--- src/rtl/tick_key_debounce_pkg.sv ---
// Shared definitions for the tick-sampled key debouncer.
//   SYNC_DEPTH : number of flops in the key input synchronizer
//   state_t    : 2-bit debouncer state with its four encodings
package tick_key_debounce_pkg;

    localparam int unsigned SYNC_DEPTH = 2;

    typedef logic [1:0] state_t;

    localparam state_t ST_IDLE         = 2'd0;
    localparam state_t ST_PRESS_WAIT   = 2'd1;
    localparam state_t ST_HELD         = 2'd2;
    localparam state_t ST_RELEASE_WAIT = 2'd3;

endpackage

--- src/rtl/tick_key_debounce_if.sv ---
// Key debouncer signal bundle.
//   tick_in     : one-cycle sampling strobe from the tick counter
//   key_in      : raw key pin
//   key_level   : debounced key state, 1 = pressed
//   key_press   : one-cycle pulse when a press is accepted
//   key_release : one-cycle pulse when a release is accepted
//   long_press  : one-cycle pulse once per press after the long hold time
interface tick_key_debounce_if;

    logic tick_in;
    logic key_in;
    logic key_level;
    logic key_press;
    logic key_release;
    logic long_press;

    modport master (
        output tick_in, key_in,
        input  key_level, key_press, key_release, long_press
    );

    modport slave (
        input  tick_in, key_in,
        output key_level, key_press, key_release, long_press
    );

endinterface

--- src/rtl/tick_key_debounce_sync_2ff.sv ---
// Single-bit multi-flop synchronizer for an asynchronous board pin.
//   clk : destination clock
//   rst : asynchronous active-high reset, flops load RST_VAL
//   d   : asynchronous input
//   q   : synchronized output
module sync_2ff
    import tick_key_debounce_pkg::*;
#(
    parameter logic RST_VAL = 1'b0
) (
    input  logic clk,
    input  logic rst,
    input  logic d,
    output logic q
);

    logic [SYNC_DEPTH-1:0] sr;

    // Shift chain; q is the last stage
    always_ff @(posedge clk or posedge rst) begin
        if (rst) begin
            sr <= {SYNC_DEPTH{RST_VAL}};
        end else begin
            sr <= {sr[SYNC_DEPTH-2:0], d};
        end
    end

    assign q = sr[SYNC_DEPTH-1];

endmodule

--- src/rtl/tick_key_debounce.sv ---
// Tick-sampled key debouncer with press, release and long-press events.
//   clk_in : system clock, rising edge
//   rst_in : asynchronous active-high reset
//   bus    : tick_key_debounce_if.slave (tick/key in, level and pulses out)
module tick_key_debounce
    import tick_key_debounce_pkg::*;
#(
    parameter int unsigned STABLE_TICKS = 4,
    parameter int unsigned LONG_TICKS   = 100,
    parameter bit          ACTIVE_LOW   = 1'b1
) (
    input  logic                clk_in,
    input  logic                rst_in,
    tick_key_debounce_if.slave  bus
);

    localparam int unsigned SW = $clog2(STABLE_TICKS);
    localparam int unsigned HW = $clog2(LONG_TICKS + 1);

    localparam logic [SW-1:0] STAB_LAST = SW'(STABLE_TICKS - 1);
    localparam logic [HW-1:0] HOLD_MAX  = HW'(LONG_TICKS);

    logic          sync_q;
    logic          key_act;

    state_t        state_q,   state_d;
    logic [SW-1:0] stab_q,    stab_d;
    logic [HW-1:0] hold_q,    hold_d;
    logic          level_q,   level_d;
    logic          press_q,   press_d;
    logic          release_q, release_d;
    logic          long_q,    long_d;

    // Reset the synchronizer to the released pin level so a key held
    // through reset still has to qualify from scratch
    sync_2ff #(
        .RST_VAL (ACTIVE_LOW)
    ) u_sync (
        .clk (clk_in),
        .rst (rst_in),
        .d   (bus.key_in),
        .q   (sync_q)
    );

    assign key_act = sync_q ^ ACTIVE_LOW;

    // State and output registers
    always_ff @(posedge clk_in or posedge rst_in) begin
        if (rst_in) begin
            state_q   <= ST_IDLE;
            stab_q    <= '0;
            hold_q    <= '0;
            level_q   <= 1'b0;
            press_q   <= 1'b0;
            release_q <= 1'b0;
            long_q    <= 1'b0;
        end else begin
            state_q   <= state_d;
            stab_q    <= stab_d;
            hold_q    <= hold_d;
            level_q   <= level_d;
            press_q   <= press_d;
            release_q <= release_d;
            long_q    <= long_d;
        end
    end

    // Next-state logic; only tick cycles advance, pulses clear otherwise
    always_comb begin
        state_d   = state_q;
        stab_d    = stab_q;
        hold_d    = hold_q;
        level_d   = level_q;
        press_d   = 1'b0;
        release_d = 1'b0;
        long_d    = 1'b0;

        if (bus.tick_in) begin
            case (state_q)
                ST_IDLE: begin
                    if (key_act) begin
                        state_d = ST_PRESS_WAIT;
                        stab_d  = SW'(1);
                    end
                end
                ST_PRESS_WAIT: begin
                    if (!key_act) begin
                        state_d = ST_IDLE;
                        stab_d  = '0;
                    end else if (stab_q == STAB_LAST) begin
                        state_d = ST_HELD;
                        level_d = 1'b1;
                        press_d = 1'b1;
                        stab_d  = '0;
                        hold_d  = '0;
                    end else begin
                        stab_d = stab_q + SW'(1);
                    end
                end
                ST_HELD: begin
                    if (key_act) begin
                        // Saturate so long_press can only fire once per press
                        if (hold_q != HOLD_MAX) begin
                            hold_d = hold_q + HW'(1);
                            long_d = (hold_q == (HOLD_MAX - HW'(1)));
                        end
                    end else begin
                        state_d = ST_RELEASE_WAIT;
                        stab_d  = SW'(1);
                    end
                end
                ST_RELEASE_WAIT: begin
                    // hold_q is kept across release bounce
                    if (key_act) begin
                        state_d = ST_HELD;
                        stab_d  = '0;
                    end else if (stab_q == STAB_LAST) begin
                        state_d   = ST_IDLE;
                        level_d   = 1'b0;
                        release_d = 1'b1;
                        stab_d    = '0;
                        hold_d    = '0;
                    end else begin
                        stab_d = stab_q + SW'(1);
                    end
                end
                default: begin
                    state_d = ST_IDLE;
                end
            endcase
        end
    end

    assign bus.key_level   = level_q;
    assign bus.key_press   = press_q;
    assign bus.key_release = release_q;
    assign bus.long_press  = long_q;

endmodule

--- src/flat_wrapper.sv ---
// flat-port wrapper written by rule: the top's interface ports become plain ports
module tick_key_debounce_flat import tick_key_debounce_pkg::*;
#(
    parameter int unsigned STABLE_TICKS = 4,
    parameter int unsigned LONG_TICKS   = 100,
    parameter bit          ACTIVE_LOW   = 1'b1
)
  (clk_in, rst_in, bus_tick_in, bus_key_in, bus_key_level, bus_key_press, bus_key_release, bus_long_press);
  tick_key_debounce_if bus_i ();
  input  logic clk_in;
  input  logic rst_in;
  input wire logic [$bits(bus_i.tick_in)-1:0] bus_tick_in;
  input wire logic [$bits(bus_i.key_in)-1:0] bus_key_in;
  output wire logic [$bits(bus_i.key_level)-1:0] bus_key_level;
  output wire logic [$bits(bus_i.key_press)-1:0] bus_key_press;
  output wire logic [$bits(bus_i.key_release)-1:0] bus_key_release;
  output wire logic [$bits(bus_i.long_press)-1:0] bus_long_press;
  assign bus_i.tick_in = bus_tick_in;
  assign bus_i.key_in = bus_key_in;
  assign bus_key_level = bus_i.key_level;
  assign bus_key_press = bus_i.key_press;
  assign bus_key_release = bus_i.key_release;
  assign bus_long_press = bus_i.long_press;
  tick_key_debounce #(.STABLE_TICKS(STABLE_TICKS), .LONG_TICKS(LONG_TICKS), .ACTIVE_LOW(ACTIVE_LOW)) u_core (.clk_in(clk_in), .rst_in(rst_in), .bus(bus_i));
endmodule
--- config.mk ---
export PLATFORM = sky130hd
export DESIGN_NAME = tick_key_debounce_flat
export DESIGN_NICKNAME = d
export VERILOG_FILES = /design/src/rtl/tick_key_debounce_pkg.sv /design/src/rtl/tick_key_debounce_if.sv /design/src/rtl/tick_key_debounce_sync_2ff.sv /design/src/rtl/tick_key_debounce.sv /design/src/flat_wrapper.sv
export SDC_FILE = /design/constraint.sdc
export NUM_CORES = 1
export LEC_CHECK = 0
export ABC_AREA = 1
export CORE_ASPECT_RATIO = 0.75
export CORE_UTILIZATION = 56
export CTS_CLUSTER_SIZE = 8
export DETAILED_ROUTE_END_ITERATION = 8
export PLACE_DENSITY = 0.87
export SKIP_CTS_REPAIR_TIMING = 1
export SLEW_MARGIN = 15
export SYNTH_ARGS = -nofsm -noshare
export SYNTH_HDL_FRONTEND = slang
export SYNTH_SLANG_ARGS = --single-unit
--- constraint.sdc ---
create_clock -name clk_in -period 1.5 [get_ports clk_in]
set_input_delay 0.15 -clock clk_in [delete_from_list [all_inputs] [get_ports clk_in]]
set_output_delay 0.15 -clock clk_in [all_outputs]
set_load 0.05 [all_outputs]
==> PnR_summary.wiki <==
{| class="wikitable"
! Metric !! Value
|-
| Count of state elements after synthesis || 17
|-
| NumNets Final || 155
|-
| Synthesized instance count || 134
|-
| TritonCTS clock tree || built
|-
| Most common cell in the synthesized netlist || sky130_fd_sc_hd__nand2_1
|-
| H-tree level count || 1
|-
| Critical path endpoint category || flop
|-
| Highest cell delay on the worst timing path || 390 ps
|-
| Port buffer count || 7
|-
| Met1 global-route usage || 0.317
|-
| Setup Total Neg Slack || 0 ps
|-
| Core area || 1740 um^2
|-
| Placed cells || 164
|-
| Mean routed wirelength per cell || 13.1 um
|-
| Fraction of synthesized area in multiplexers || 0
|-
| Highest Clock Rate || 689 MHz
|-
| Critical Path, Cell by Cell || ha_2, inv_2, a21boi_2, nand2_2, nor2_4, nand2_4, nand2_1, nand2_1
|-
| Setup Skew || 0.314 ps
|-
| Part of the power in the clock network || 0.153
|-
| Maximum fanout count along the critical path || 7
|-
| Via count of the first global-routing pass || 804
|-
| Fraction of registers with async set/reset || 1.00
|-
| Relative area change from synthesis to final layout || 12.9%
|-
| Via Count || 910
|-
| Type of the worst setup path || flop to flop
|-
| Cell area reported after detailed placement || 1130 um^2
|-
| Count of warnings emitted by yosys || 0
|-
| Y dimension of the die || 39.3 um
|-
| Leading cell types by total area after synthesis || sky130_fd_sc_hd__dfrtp_1, sky130_fd_sc_hd__nand2_1, sky130_fd_sc_hd__inv_1
|-
| Number of buffers and inverters on the critical path || 1
|-
| Starting utilization of the core area || 0.595
|-
| Max-cap check violation count || 0
|-
| Share of the synthesized area in compound gates (AO/OA/AOI/OAI) || 0.0411
|-
| Largest vdd supply drop || 0.917 mV
|-
| Most crowded layer after global routing || met2
|-
| Met3 Track Usage GR || 0.0698
|-
| Number of routed nets with antenna violations || 0
|-
| Number of cell rows || 13
|-
| Number of antenna violations at the first check in global routing || 0
|-
| DIE WIDTH || 51.7 um
|-
| Arithmetic-cell share of the synthesized area counting full adders, half adders and majority gates || 0.0362
|-
| Routability congestion estimate || 0.869
|-
| DIE AREA || 2030 um^2
|-
| Syn Std Cell Area || 1040 um^2
|-
| # clock sinks || 17
|-
| Worst rel slew slack || 0.804
|-
| Setup-violating endpoint count in the final report || 0
|-
| Library cell with the largest summed area after synthesis || sky130_fd_sc_hd__dfrtp_1
|-
| Total power of the final layout || 1.52 mW
|-
| Period minus WS final || 1450 ps
|-
| Final hold vios || 0
|-
| Clock-pin slew on the worst setup and hold paths || 90 ps
|-
| Final max-slew violation count || 0
|-
| Nature of the critical path startpoint || flop
|-
| Post-Place Setup Slack || 56.3 ps
|-
| Final non-filler cell area || 1170 um^2
|-
| Dominant combinational cell family by area after synthesis || simple AND/OR/NAND/NOR gates
|-
| Share of Yosys cell area claimed by the top area cell type || 0.362
|-
| Via density per instance || 5.38
|-
| Slowest cell on crit path || sky130_fd_sc_hd__dfrtp_1
|-
| Fraction of power consumed by combinational cells || 0.416
|-
| Most Frequent Cell on Critical Path || sky130_fd_sc_hd__nand2_1
|-
| Final period utilization || 0.968
|-
| Router iterations before antenna repair || 4
|-
| XOR/XNOR Fraction of Synth Area || 0.0169
|-
| Proportion of total power due to net switching || 0.427
|-
| Met2 Usage GRT || 0.435
|-
| Sequential Power Share || 0.431
|-
| Net switching power figure || 0.651 mW
|-
| Sequential share of the synthesized area || 0.413
|-
| Number of flops mapped to enable cells by yosys || 0
|-
| CP Data Required Time || 1680 ps
|-
| Fraction of final layout cells sized beyond drive strength 1 || 0.238
|-
| Overall routing resource usage || 0.254
|-
| Post-detailed-routing wire length || 2220 um
|-
| Num CTS Buffers || 3
|-
| Data arrival time of the critical path || 1640 ps
|-
| Iteration-0 DRC Markers || 42
|-
| Number of ports placed on the die boundary || 8
|-
| Static Leakage || 0.599 nW
|-
| Result of the run || completed
|-
| Commonest register cell after synthesis || sky130_fd_sc_hd__dfrtp_1
|-
| ANT cells || 0
|-
| Power density relative to cell area || 1300 nW/um^2
|-
| Largest net degree at the start of global routing || 12
|-
| Gate family responsible for the most delay along the worst path || simple AND/OR/NAND/NOR gates
|-
| Final setup slack of the worst path || 47.8 ps
|-
| Pin slew with the least headroom to its limit || 291 ps
|-
| GRT Residual Overflow || 0
|-
| Count of cell types in the netlist || 27
|-
| Number of standard cells in the layout, taps in and fillers out || 169
|-
| Average cell area after synthesis || 7.73 um^2
|-
| Internal Dissipation || 0.873 mW
|-
| Leading cell types by count after synthesis || sky130_fd_sc_hd__nand2_1, sky130_fd_sc_hd__dfrtp_1, sky130_fd_sc_hd__inv_1, sky130_fd_sc_hd__nor2_1, sky130_fd_sc_hd__nand3_1
|-
| Clock root cell || sky130_fd_sc_hd__clkbuf_4
|-
| Clock Latency Late Sink || 290 ps
|-
| Detailed placer's ending HPWL || 1760 um
|-
| First-pass GRT wire length || 3510 um
|-
| Hold Crit Class || primary input to async pin
|-
| Syn Nets || 141
|-
| Longest Clk Path Bufs || 2
|-
| Post-route DRC violation count || 0
|-
| Share of synthesized cell area in and, or, nand and nor gates || 0.406
|}
flip-flops by register name (all words and copies together) (netlist names), named ones only:
name,count
u_core.state_q,1
u_core.bus.key_release,1
u_core.bus.key_level,1
u_core.bus.long_press,1
u_core.hold_q,7
u_core.bus.key_press,1
u_core.stab_q,2
u_core.u_sync.sr,2
routing by layer:
metal | up-vias | share of wire
met3 | 6 | 0.046
met5 | - | 0
li1 | 449 | -
met2 | 31 | 0.49
met1 | 424 | 0.46
met4 | 0 | 0.011
power by group through the flow:
| stage | sequential (mW) | combinational (mW) | clock, mW |
|---|---|---|---|
| detailed placement | 0.656 | 0.589 | 0 |
| global placement | 0.647 | 0.546 | 0 |
| CTS | 0.648 | 0.590 | 0.244 |
| finish | 0.657 | 0.634 | 0.233 |
| global route | 0.667 | 0.698 | 0.266 |
| floorplan | 0.642 | 0.478 | 0 |
final cells by class:
| class | count | area [um^2] |
|---|---|---|
| Clock buffer | 4 | 26.3 |
| Multi-Input combinational cell | 96 | 526 |
| Timing Repair Buffer | 11 | 90.1 |
| Fill cell | 154 | 571 |
| Inverter | 19 | 71.3 |
| Tap cell | 22 | 27.5 |
| Sequential cell | 17 | 429 |
metrics by stage:
step,hold slack [ps],util
after floorplan,74.6,-
after global placement,346,0.648
after detailed placement,353,0.648
after CTS,67.7,0.663
after global routing,80.9,0.672
final,67.5,0.672
cells in the final DEF (no fill, tap or decap), types with 5 or more instances in the layout:
master / n
sky130_fd_sc_hd__nand2_1: 40
sky130_fd_sc_hd__nand2_2: 5
sky130_fd_sc_hd__dfrtp_1: 14
sky130_fd_sc_hd__buf_4: 8
sky130_fd_sc_hd__inv_2: 6
sky130_fd_sc_hd__inv_1: 13
sky130_fd_sc_hd__nand3_1: 11
sky130_fd_sc_hd__nand4_1: 7
sky130_fd_sc_hd__nor2_1: 12
worst paths after layout:
path / start / slack, ps / cells past startpoint / to
setup / recovery: u_core.stab_q[0]$_DFFE_PP0P_ / 50 / 8 / u_core.hold_q[4]$_DFFE_PP0P_
hold / removal: rst_in / 70 / 2 / u_core.hold_q[4]$_DFFE_PP0P_
max in group asynchronous: rst_in / 1010 / 3 / u_core.state_q[0]$_DFFE_PP0P_
hold reg to reg: u_core.u_sync.sr[0]$_DFF_PP1_ / 360 / 0 / u_core.u_sync.sr[1]$_DFF_PP1_
min in group clk_in: bus_key_in / 260 / 1 / u_core.u_sync.sr[0]$_DFF_PP1_
setup reg to reg: u_core.stab_q[0]$_DFFE_PP0P_ / 50 / 8 / u_core.hold_q[4]$_DFFE_PP0P_
kinds of logic after synthesis:
group	count (synthesis)
xor+xnor	2
buf+inv	21
simple gates	85
flops	17
compound gates	6
fa+ha+maj	3
Power figures use the tool's default switching activity.
